`src/rtl/gate_pkg.sv`:
```
// Shared definitions for the gate_pipe slice.
//  - OP_W        : op-code width used on the gate_pipe operation select port
//  - gate_op_e   : bitwise operation encodings
//  - buf_state_e : occupancy states of the two-entry output buffer
package gate_pkg;

  localparam int unsigned OP_W = 3;

  typedef enum logic [2:0] {
    OP_AND    = 3'd0,
    OP_OR     = 3'd1,
    OP_XOR    = 3'd2,
    OP_NAND   = 3'd3,
    OP_NOR    = 3'd4,
    OP_XNOR   = 3'd5,
    OP_PASS_A = 3'd6,
    OP_NOT_A  = 3'd7
  } gate_op_e;

  typedef enum logic [1:0] {
    BUF_EMPTY = 2'd0,
    BUF_ONE   = 2'd1,
    BUF_TWO   = 2'd2
  } buf_state_e;

endpackage

```
`src/rtl/gate_skid_buf.sv`:
```
// Two-entry (main + skid) output buffer with valid/ready on both sides.
// Sustains one transfer per cycle while the consumer is ready, and absorbs one extra
// entry when the consumer stalls so that in_ready can be a registered, state-only signal.
//  clk       in   clock, rising edge
//  rst_n     in   asynchronous active-low reset
//  in_valid  in   payload present on in_data
//  in_ready  out  buffer can accept this cycle (registered)
//  in_data   in   payload
//  out_valid out  main entry holds a payload
//  out_ready in   consumer accepts this cycle
//  out_data  out  main entry payload (stable while out_valid && !out_ready)
module gate_skid_buf #(
  parameter int unsigned WIDTH = 10
) (
  input  logic             clk,
  input  logic             rst_n,
  input  logic             in_valid,
  output logic             in_ready,
  input  logic [WIDTH-1:0] in_data,
  output logic             out_valid,
  input  logic             out_ready,
  output logic [WIDTH-1:0] out_data
);

  import gate_pkg::*;

  buf_state_e       state_q, state_d;
  logic [WIDTH-1:0] main_q, main_d;
  logic [WIDTH-1:0] skid_q, skid_d;
  logic             in_ready_q, in_ready_d;
  logic             accept;
  logic             drain;

  assign out_valid = (state_q != BUF_EMPTY);
  assign out_data  = main_q;
  assign in_ready  = in_ready_q;

  assign accept = in_valid && in_ready_q;
  assign drain  = out_valid && out_ready;

  always_comb begin
    state_d = state_q;
    main_d  = main_q;
    skid_d  = skid_q;
    unique case (state_q)
      BUF_EMPTY: begin
        if (accept) begin
          main_d  = in_data;
          state_d = BUF_ONE;
        end
      end
      BUF_ONE: begin
        if (accept && drain) begin
          // Head leaves and the new result takes its place in the same cycle.
          main_d = in_data;
        end else if (accept) begin
          skid_d  = in_data;
          state_d = BUF_TWO;
        end else if (drain) begin
          state_d = BUF_EMPTY;
        end
      end
      BUF_TWO: begin
        // in_ready is low here, so only a drain can change anything.
        if (drain) begin
          main_d  = skid_q;
          state_d = BUF_ONE;
        end
      end
      default: begin
        state_d = BUF_EMPTY;
      end
    endcase
    // Precompute next-cycle readiness so in_ready is a pure flop output.
    in_ready_d = (state_d != BUF_TWO);
  end

  always_ff @(posedge clk or negedge rst_n) begin
    if (!rst_n) begin
      state_q    <= BUF_EMPTY;
      main_q     <= '0;
      skid_q     <= '0;
      in_ready_q <= 1'b1;
    end else begin
      state_q    <= state_d;
      main_q     <= main_d;
      skid_q     <= skid_d;
      in_ready_q <= in_ready_d;
    end
  end

endmodule

```
`src/rtl/gate_pipe.sv`:
```
// Registered bitwise logic unit for two WIDTH-bit operands with valid/ready flow control.
// The result plus zero/all-ones flags are computed on the input side and captured into a
// two-entry output buffer, giving 1-cycle latency and full throughput under backpressure.
//  clk       in   clock, rising edge
//  rst_n     in   asynchronous active-low reset
//  in_valid  in   operands/op present
//  in_ready  out  block can accept this cycle (registered, state-only)
//  in_a      in   operand A
//  in_b      in   operand B
//  in_op     in   operation select (gate_op_e)
//  out_valid out  result present
//  out_ready in   consumer accepts this cycle
//  out_data  out  result
//  out_zero  out  out_data == 0
//  out_ones  out  out_data == all ones
module gate_pipe #(
  parameter int unsigned WIDTH = 8,
  parameter int unsigned OP_W  = gate_pkg::OP_W
) (
  input  logic             clk,
  input  logic             rst_n,
  input  logic             in_valid,
  output logic             in_ready,
  input  logic [WIDTH-1:0] in_a,
  input  logic [WIDTH-1:0] in_b,
  input  logic [OP_W-1:0]  in_op,
  output logic             out_valid,
  input  logic             out_ready,
  output logic [WIDTH-1:0] out_data,
  output logic             out_zero,
  output logic             out_ones
);

  import gate_pkg::*;

  localparam int unsigned PayW = WIDTH + 2;

  function automatic logic [WIDTH-1:0] gate_eval(input logic [WIDTH-1:0] a,
                                                 input logic [WIDTH-1:0] b,
                                                 input gate_op_e         op);
    logic [WIDTH-1:0] res;
    case (op)
      OP_AND:    res = a & b;
      OP_OR:     res = a | b;
      OP_XOR:    res = a ^ b;
      OP_NAND:   res = ~(a & b);
      OP_NOR:    res = ~(a | b);
      OP_XNOR:   res = ~(a ^ b);
      OP_PASS_A: res = a;
      default:   res = ~a;
    endcase
    return res;
  endfunction

  logic [WIDTH-1:0] res;
  logic             res_zero;
  logic             res_ones;
  logic [PayW-1:0]  pay_in;
  logic [PayW-1:0]  pay_out;

  always_comb begin
    res      = gate_eval(in_a, in_b, gate_op_e'(in_op));
    res_zero = (res == '0);
    res_ones = (res == '1);
    pay_in   = {res_ones, res_zero, res};
  end

  gate_skid_buf #(
    .WIDTH (PayW)
  ) u_buf (
    .clk       (clk),
    .rst_n     (rst_n),
    .in_valid  (in_valid),
    .in_ready  (in_ready),
    .in_data   (pay_in),
    .out_valid (out_valid),
    .out_ready (out_ready),
    .out_data  (pay_out)
  );

  assign out_data = pay_out[WIDTH-1:0];
  assign out_zero = pay_out[WIDTH];
  assign out_ones = pay_out[WIDTH+1];

endmodule

```
`config.mk`:
```
export PLATFORM = sky130hd
export DESIGN_NAME = gate_pipe
export DESIGN_NICKNAME = d
export VERILOG_FILES = /design/src/rtl/gate_pkg.sv /design/src/rtl/gate_skid_buf.sv /design/src/rtl/gate_pipe.sv
export SDC_FILE = /design/constraint.sdc
export NUM_CORES = 1
export LEC_CHECK = 0
export CAP_MARGIN = 20
export CELL_PAD_IN_SITES_DETAIL_PLACEMENT = 0
export CELL_PAD_IN_SITES_GLOBAL_PLACEMENT = 2
export CORE_ASPECT_RATIO = 0.8
export CORE_MARGIN = 2
export CORE_UTILIZATION = 31
export CTS_CLUSTER_DIAMETER = 40
export DETAILED_ROUTE_END_ITERATION = 12
export PLACE_DENSITY_LB_ADDON = 0.12
export SYNTH_ARGS = -nofsm -noshare
export SYNTH_HDL_FRONTEND = slang
export SYNTH_SLANG_ARGS = --single-unit
```
`constraint.sdc`:
```
create_clock -name clk -period 1.97 [get_ports clk]
set_input_delay 0.394 -clock clk [delete_from_list [all_inputs] [get_ports clk]]
set_output_delay 0.394 -clock clk [all_outputs]
set_load 0.03 [all_outputs]
```
[Word-level counts from Yosys, hierarchy flattened]
Index checks and enable logic that the tools add are counted.
Storage, ports and cells
  logic and storage cells: 46
  output and inout port bits: 12
  register bits: 23
  input port bits: 23
Operators by class
  reductions and logical operators: 10
  bitwise logic cells: 8
  eq/ne operators: 13
  muxes and demuxes: 11
Operator list (number)
  $pmux 8 s7: 1
  $not 8->8: 4
  $mux 10: 3
  $pmux 10 s3: 1
  $mux 2: 5
  $eq 3x3->1 const B: 3
  $and 8x8->8: 1
  $eq 8x8->1 const B: 1
  $logic_not 8->1: 1
  $or 8x8->8: 1
  $xor 8x8->8: 1
  $eq 3x2->1 const B: 2
  $ne 2x1->1 const B: 3
  $pmux 2 s3: 1
  $reduce_and 4->1: 1
  $eq 3x1->1 const B: 1
  $logic_and 1x1->1: 3
  $logic_not 3->1: 1
  $reduce_and 3->1: 1
  $reduce_bool 3->1: 1
  $eq 2x1->1 const B: 1
  $eq 2x2->1 const B: 1
  $logic_not 2->1: 1
  $ne 2x2->1 const B: 1
  other kinds (2): 2

[Logic depth before layout (Yosys ltp)]
  depth after elaboration: 7
  mapped depth: 9
  gate-level depth less buffers: 9

[Modules after synthesis]
From an unflattened synthesis, not the netlist that was laid out.
Unflattened totals
  cell total of the unflattened synthesis: 216
  area, all modules: 2105.8 um2
By module, submodules not included
  gate_pipe: times used 1, area each 1061.0 um2, cells each 144, sequential area each 0.0 um2
  gate_skid_buf: times used 1, area each 1044.8 um2, cells each 72, sequential area each 576.8 um2

[Worst setup path before layout]
No wires, ideal clock.
  path kind: in2reg
  from: input port in_a[6]
  to: register u_buf.main_q[9] (netlist: u_buf.out_data[9])
  buffers on the path: 0
  arrival: 2.158 ns
  data required time: 1.888 ns
  setup slack: -0.270 ns
  stages on the path: 9
  setup time: 0.082 ns
  cell sequence: inv_1 -> ha_1 -> and3_1 -> a2111oi_0 -> a21oi_1 -> and4bb_1 -> nand3_1 -> or4_1 -> a31oi_1
Between the ends
  cells in the longest elaborated chain, start to end: 6
  elaborated cells between the ends (all ways): 12
  those cells by class: eq/ne (1); mux (4); bitwise (7)
Ends and longest elaborated chain
  from (decl): RTL line gate_pipe.sv:24  | input logic [WIDTH-1:0] in_a,
  $xor 8x8->8 (tied with other cells): RTL line gate_pipe.sv:45, gate_pipe.sv:48
  $not 8->8, on equally long branches: RTL line gate_pipe.sv:48, gate_pipe.sv:46, gate_pipe.sv:47
  $pmux 8 s7 (*): RTL line gate_pipe.sv:42  | case (op)
  $eq 8x8->1 (*): RTL line gate_pipe.sv:64  | res_ones = (res == '1);
  $mux 10, on equally long branches: RTL line gate_skid_buf.sv:53, gate_skid_buf.sv:47
  $pmux 10 s3 (*): RTL line gate_skid_buf.sv:45  | unique case (state_q)
  to (signal assigned): RTL line gate_skid_buf.sv:86  | main_q <= main_d;
  to (decl): RTL line gate_skid_buf.sv:28  | logic [WIDTH-1:0] main_q, main_d;
Every way passes the cells marked *; elsewhere a longest branch is shown, timed or not. The select of a mux whose other input is x is not followed.
A chain may end at the register's enable or synchronous reset.

[Final worst setup path]
  from: input port in_op[0]
  to: register u_buf.main_q[9] (netlist: u_buf.out_data[9])
Between the ends
  cells in the longest elaborated chain, start to end: 5
  elaborated cells between the ends (all ways): 12
  those cells by class: eq/ne (7); mux (4); reduce/logical (1)
Ends and longest elaborated chain
  from (decl): RTL line gate_pipe.sv:26  | input logic [OP_W-1:0] in_op,
  $eq 3x3->1 (tied with other cells): RTL line gate_pipe.sv:42
  $pmux 8 s7 (*): RTL line gate_pipe.sv:42
  $eq 8x8->1 (*): RTL line gate_pipe.sv:64
  $mux 10, on equally long branches: RTL line gate_skid_buf.sv:53, gate_skid_buf.sv:47
  $pmux 10 s3 (*): RTL line gate_skid_buf.sv:45
Marks and branches as above.

==> results_dict.tcl <==
set metrics [dict create \
    status "complete, but fails checks" \
    violations "negative setup slack" \
    vdd_drop_max_mv 0.6841 \
    worst_clock_skew_ns 0.008766 \
    clock_sinks 23 \
    cts_tree "built" \
    grt_overflow 0 \
    path_max_fanout 4 \
    min_period_over_period_pct 102.5 \
    setup_slack_ns -0.04966 \
    grt_start_max_net_pins 24 \
    syn_area_um2 1957 \
    worst_pin_slew_ns 0.5840 \
    gp_congestion 0.7691 \
    intPower_mw 1.470 \
    end_kind "flop" \
    path_class "input pin to flop" \
    clkPwrFrac_pct 12.0 \
    start_kind "input pin" \
    setup_viol 2 \
    die_width_um 92.83 \
    syn_avg_cell_area_um2 7.987 \
    leakage_nw 1.538 \
    rsz0062_at_grt "true" \
    viasPerCell 4.871 \
    core.rowCount 25 \
    finalCriticalPeriod_ns 2.020 \
    synth-edff-count 0 \
    wl_per_cell_um 13.76 \
    synth_cells 245 \
    finalMaxSlewViolations 0 \
    vias 2046 \
    synth_cell_types 50 \
    boundaryPins 35 \
    cts_buffer_depth 2 \
    cap_violations 0 \
    root_buffer "clkbuf_8" \
    p_sw_share_pct 39.99 \
    nets 379 \
    clock_latency_ns 0.27 \
    start_util_pct 32.58 \
    drc 0 \
    finalHoldViolations 0 \
    combPwrFrac_pct 56.6 \
    grt_util_all_layers_pct 16.31 \
    cp_data_arrival_time_ns 2.22 \
    fmax_ghz 0.4951 \
    required_ns 2.17 \
    dpl.hpwl_mm 3.990 \
    ant_nets 0 \
    cts.reportedPaths.clkPinSlew_ns 0.09 \
    drt_iter0_markers 91 \
    placedInstanceArea_um2 2805 \
    fp.dieH_um 75.07 \
    syn_to_final_growth_pct 74.04 \
    fp.coreArea_um2 6006 \
    wl_mm 5.778 \
    ys_seq_elements 23 \
    portBuffers 34 \
    ys.flop_type "dfrtp_1" \
    antenna_found_initial 0 \
    n_fill_cell 555 \
    dr.pass1.iters 4 \
    htree_num_levels 1 \
    ys_warn_count 0 \
    final_area_um2 3406 \
    drive_gt1_share_pct 46.61 \
    netSwitchingPower_mw 0.9798 \
    dieArea_um2 6968 \
    antenna_cells 0 \
    grt_pass1_vias 1960 \
    seqPwrFrac_pct 31.4 \
    maxSlewHeadroom_pct 61.07 \
    power_per_cell_area_nw_per_um2 719.4 \
    min_path_type "input pin to async pin" \
    dp_slack_ns -0.8765 \
    grt_pass1_wl_mm 9.142 \
    ys_seq_area_share_pct 29.48 \
    rr_worst_depth 6 \
    cts_made_buffers 3 \
    synth_fp_nets 284 \
    synth_async_sr_flop_share_pct 100.0 \
]
sequential cells by signal, indices dropped and copies added (netlist names):
register and count:
u_buf.out_data 10, u_buf.skid_q 10, u_buf.state_q 2, u_buf.in_ready 1
cells in the final DEF, fill, tap and decap left out, types with 6 or more instances in the layout:
| master | netlist | layout |
|---|---|---|
| mux2i_1 | 9 | 9 |
| dfrtp_1 | 22 | 22 |
| buf_4 | 1 | 54 |
| nand2_1 | 37 | 36 |
| nor2_1 | 25 | 24 |
| buf_6 | 6 | 16 |
| inv_2 | 3 | 9 |
| a21oi_1 | 16 | 12 |
| clkdlybuf4s50_1 | 0 | 14 |
| o21ai_0 | 14 | 6 |
| o21ai_1 | 2 | 7 |
| ha_4 | 0 | 9 |
| inv_1 | 17 | 6 |
worst max-delay path: stages:
cell,delay (ns)
buf_6,0.12
clkbuf_16,0.14
buf_4,0.14
o32ai_1,0.31
a211oi_2,0.09
and4bb_1,0.29
nand3_2,0.08
or4_1,0.48
a31oi_1,0.17
per-stage QoR:
| step | TNS [ns] | std cells | utilization, % | power, mW | hold slack (ns) |
|---|---|---|---|---|---|
| 2_1_floorplan | -0.1626 | 245 | - | 1.441 | 0.09841 |
| 3_3_place_gp | -9.085 | 402 | 46.71 | 1.970 | 0.4551 |
| 3_5_place_dp | -9.395 | 402 | 46.71 | 1.983 | 0.4643 |
| 4_1_cts | -0.1315 | 413 | 52.23 | 2.369 | 0.4820 |
| 5_1_grt | -0.3293 | 420 | 56.71 | 2.613 | 0.4949 |
| 6_report | -0.05515 | 420 | 56.71 | 2.450 | 0.4744 |
Yosys cell counts (5+ instances only):
cell       n  area (um2)
o21ai_0   14       70.07
nand2b_1   6       37.54
inv_1     17       63.81
ha_1      16       200.2
mux2i_1    9       90.09
o22ai_1    5       31.28
a21oi_1   16       80.08
buf_6      6       67.56
dfrtp_1   22       550.5
nor2_1    25       93.84
nand2_1   37       138.9
nor2b_1    5       31.28
power by group through the flow:
stage	clock network, mW	logic [mW]	registers (mW)
3_5_place_dp	0	1.20	0.781
5_1_grt	0.318	1.50	0.795
3_3_place_gp	0	1.20	0.773
6_report	0.293	1.39	0.770
4_1_cts	0.300	1.30	0.772
2_1_floorplan	0	0.491	0.950
cell families after synthesis:
group | after synthesis | synth area share [%]
simple gates | 98 | 24.11
fa+ha+maj | 16 | 10.23
xor+xnor | 3 | 1.727
buf+inv | 33 | 8.951
compound gates | 63 | 20.91
flops | 23 | 29.48
mux | 9 | 4.604
final timing paths:
path	startpoint	slack (ns)	end
max	in_op[0]	-0.05	u_buf.out_data[9]
min	rst_n	0.47	u_buf.out_data[7]
max reg2reg	u_buf.in_ready	0.33	u_buf.out_data[4]
min reg2reg	u_buf.skid_q[7]	0.48	u_buf.skid_q[7]
max in group asynchronous	rst_n	1.20	u_buf.in_ready
min in group clk	u_buf.skid_q[7]	0.48	u_buf.skid_q[7]
final cells by class:
| type | instances | area, um2 | share of cell area [%] |
|---|---|---|---|
| timing repair buffer | 103 | 967.2 | 28.40 |
| sequential | 23 | 576.8 | 16.94 |
| inverter | 20 | 97.59 | 2.866 |
| multi-input combinational | 189 | 1617 | 47.47 |
| clock inverter | 1 | 5.005 | 0.1470 |
| clock buffer | 3 | 41.29 | 1.212 |
| tap | 81 | 101.3 | 2.976 |
metal layers:
metal | GRT usage, % | routed length [um] | share of wire, %
met5 | 0 | 0 | 0
met1 | 22.92 | 2867 | 50
met4 | 0.9804 | 0 | 0
met3 | 2.703 | 193 | 3.3
met2 | 28.10 | 2717 | 47
timing repair:
| action | CTS | global route |
|---|---|---|
| setup buffers | 6 | 6 |
| gates cloned | 1 | 2 |
| gates resized for setup | 100 | 68 |
| endpoints found under the setup margin | 20 | 7 |
| pin swaps | 28 | 32 |
| hold buffers | 0 | 0 |
Note: power is estimated with default switching activity, not from simulation.
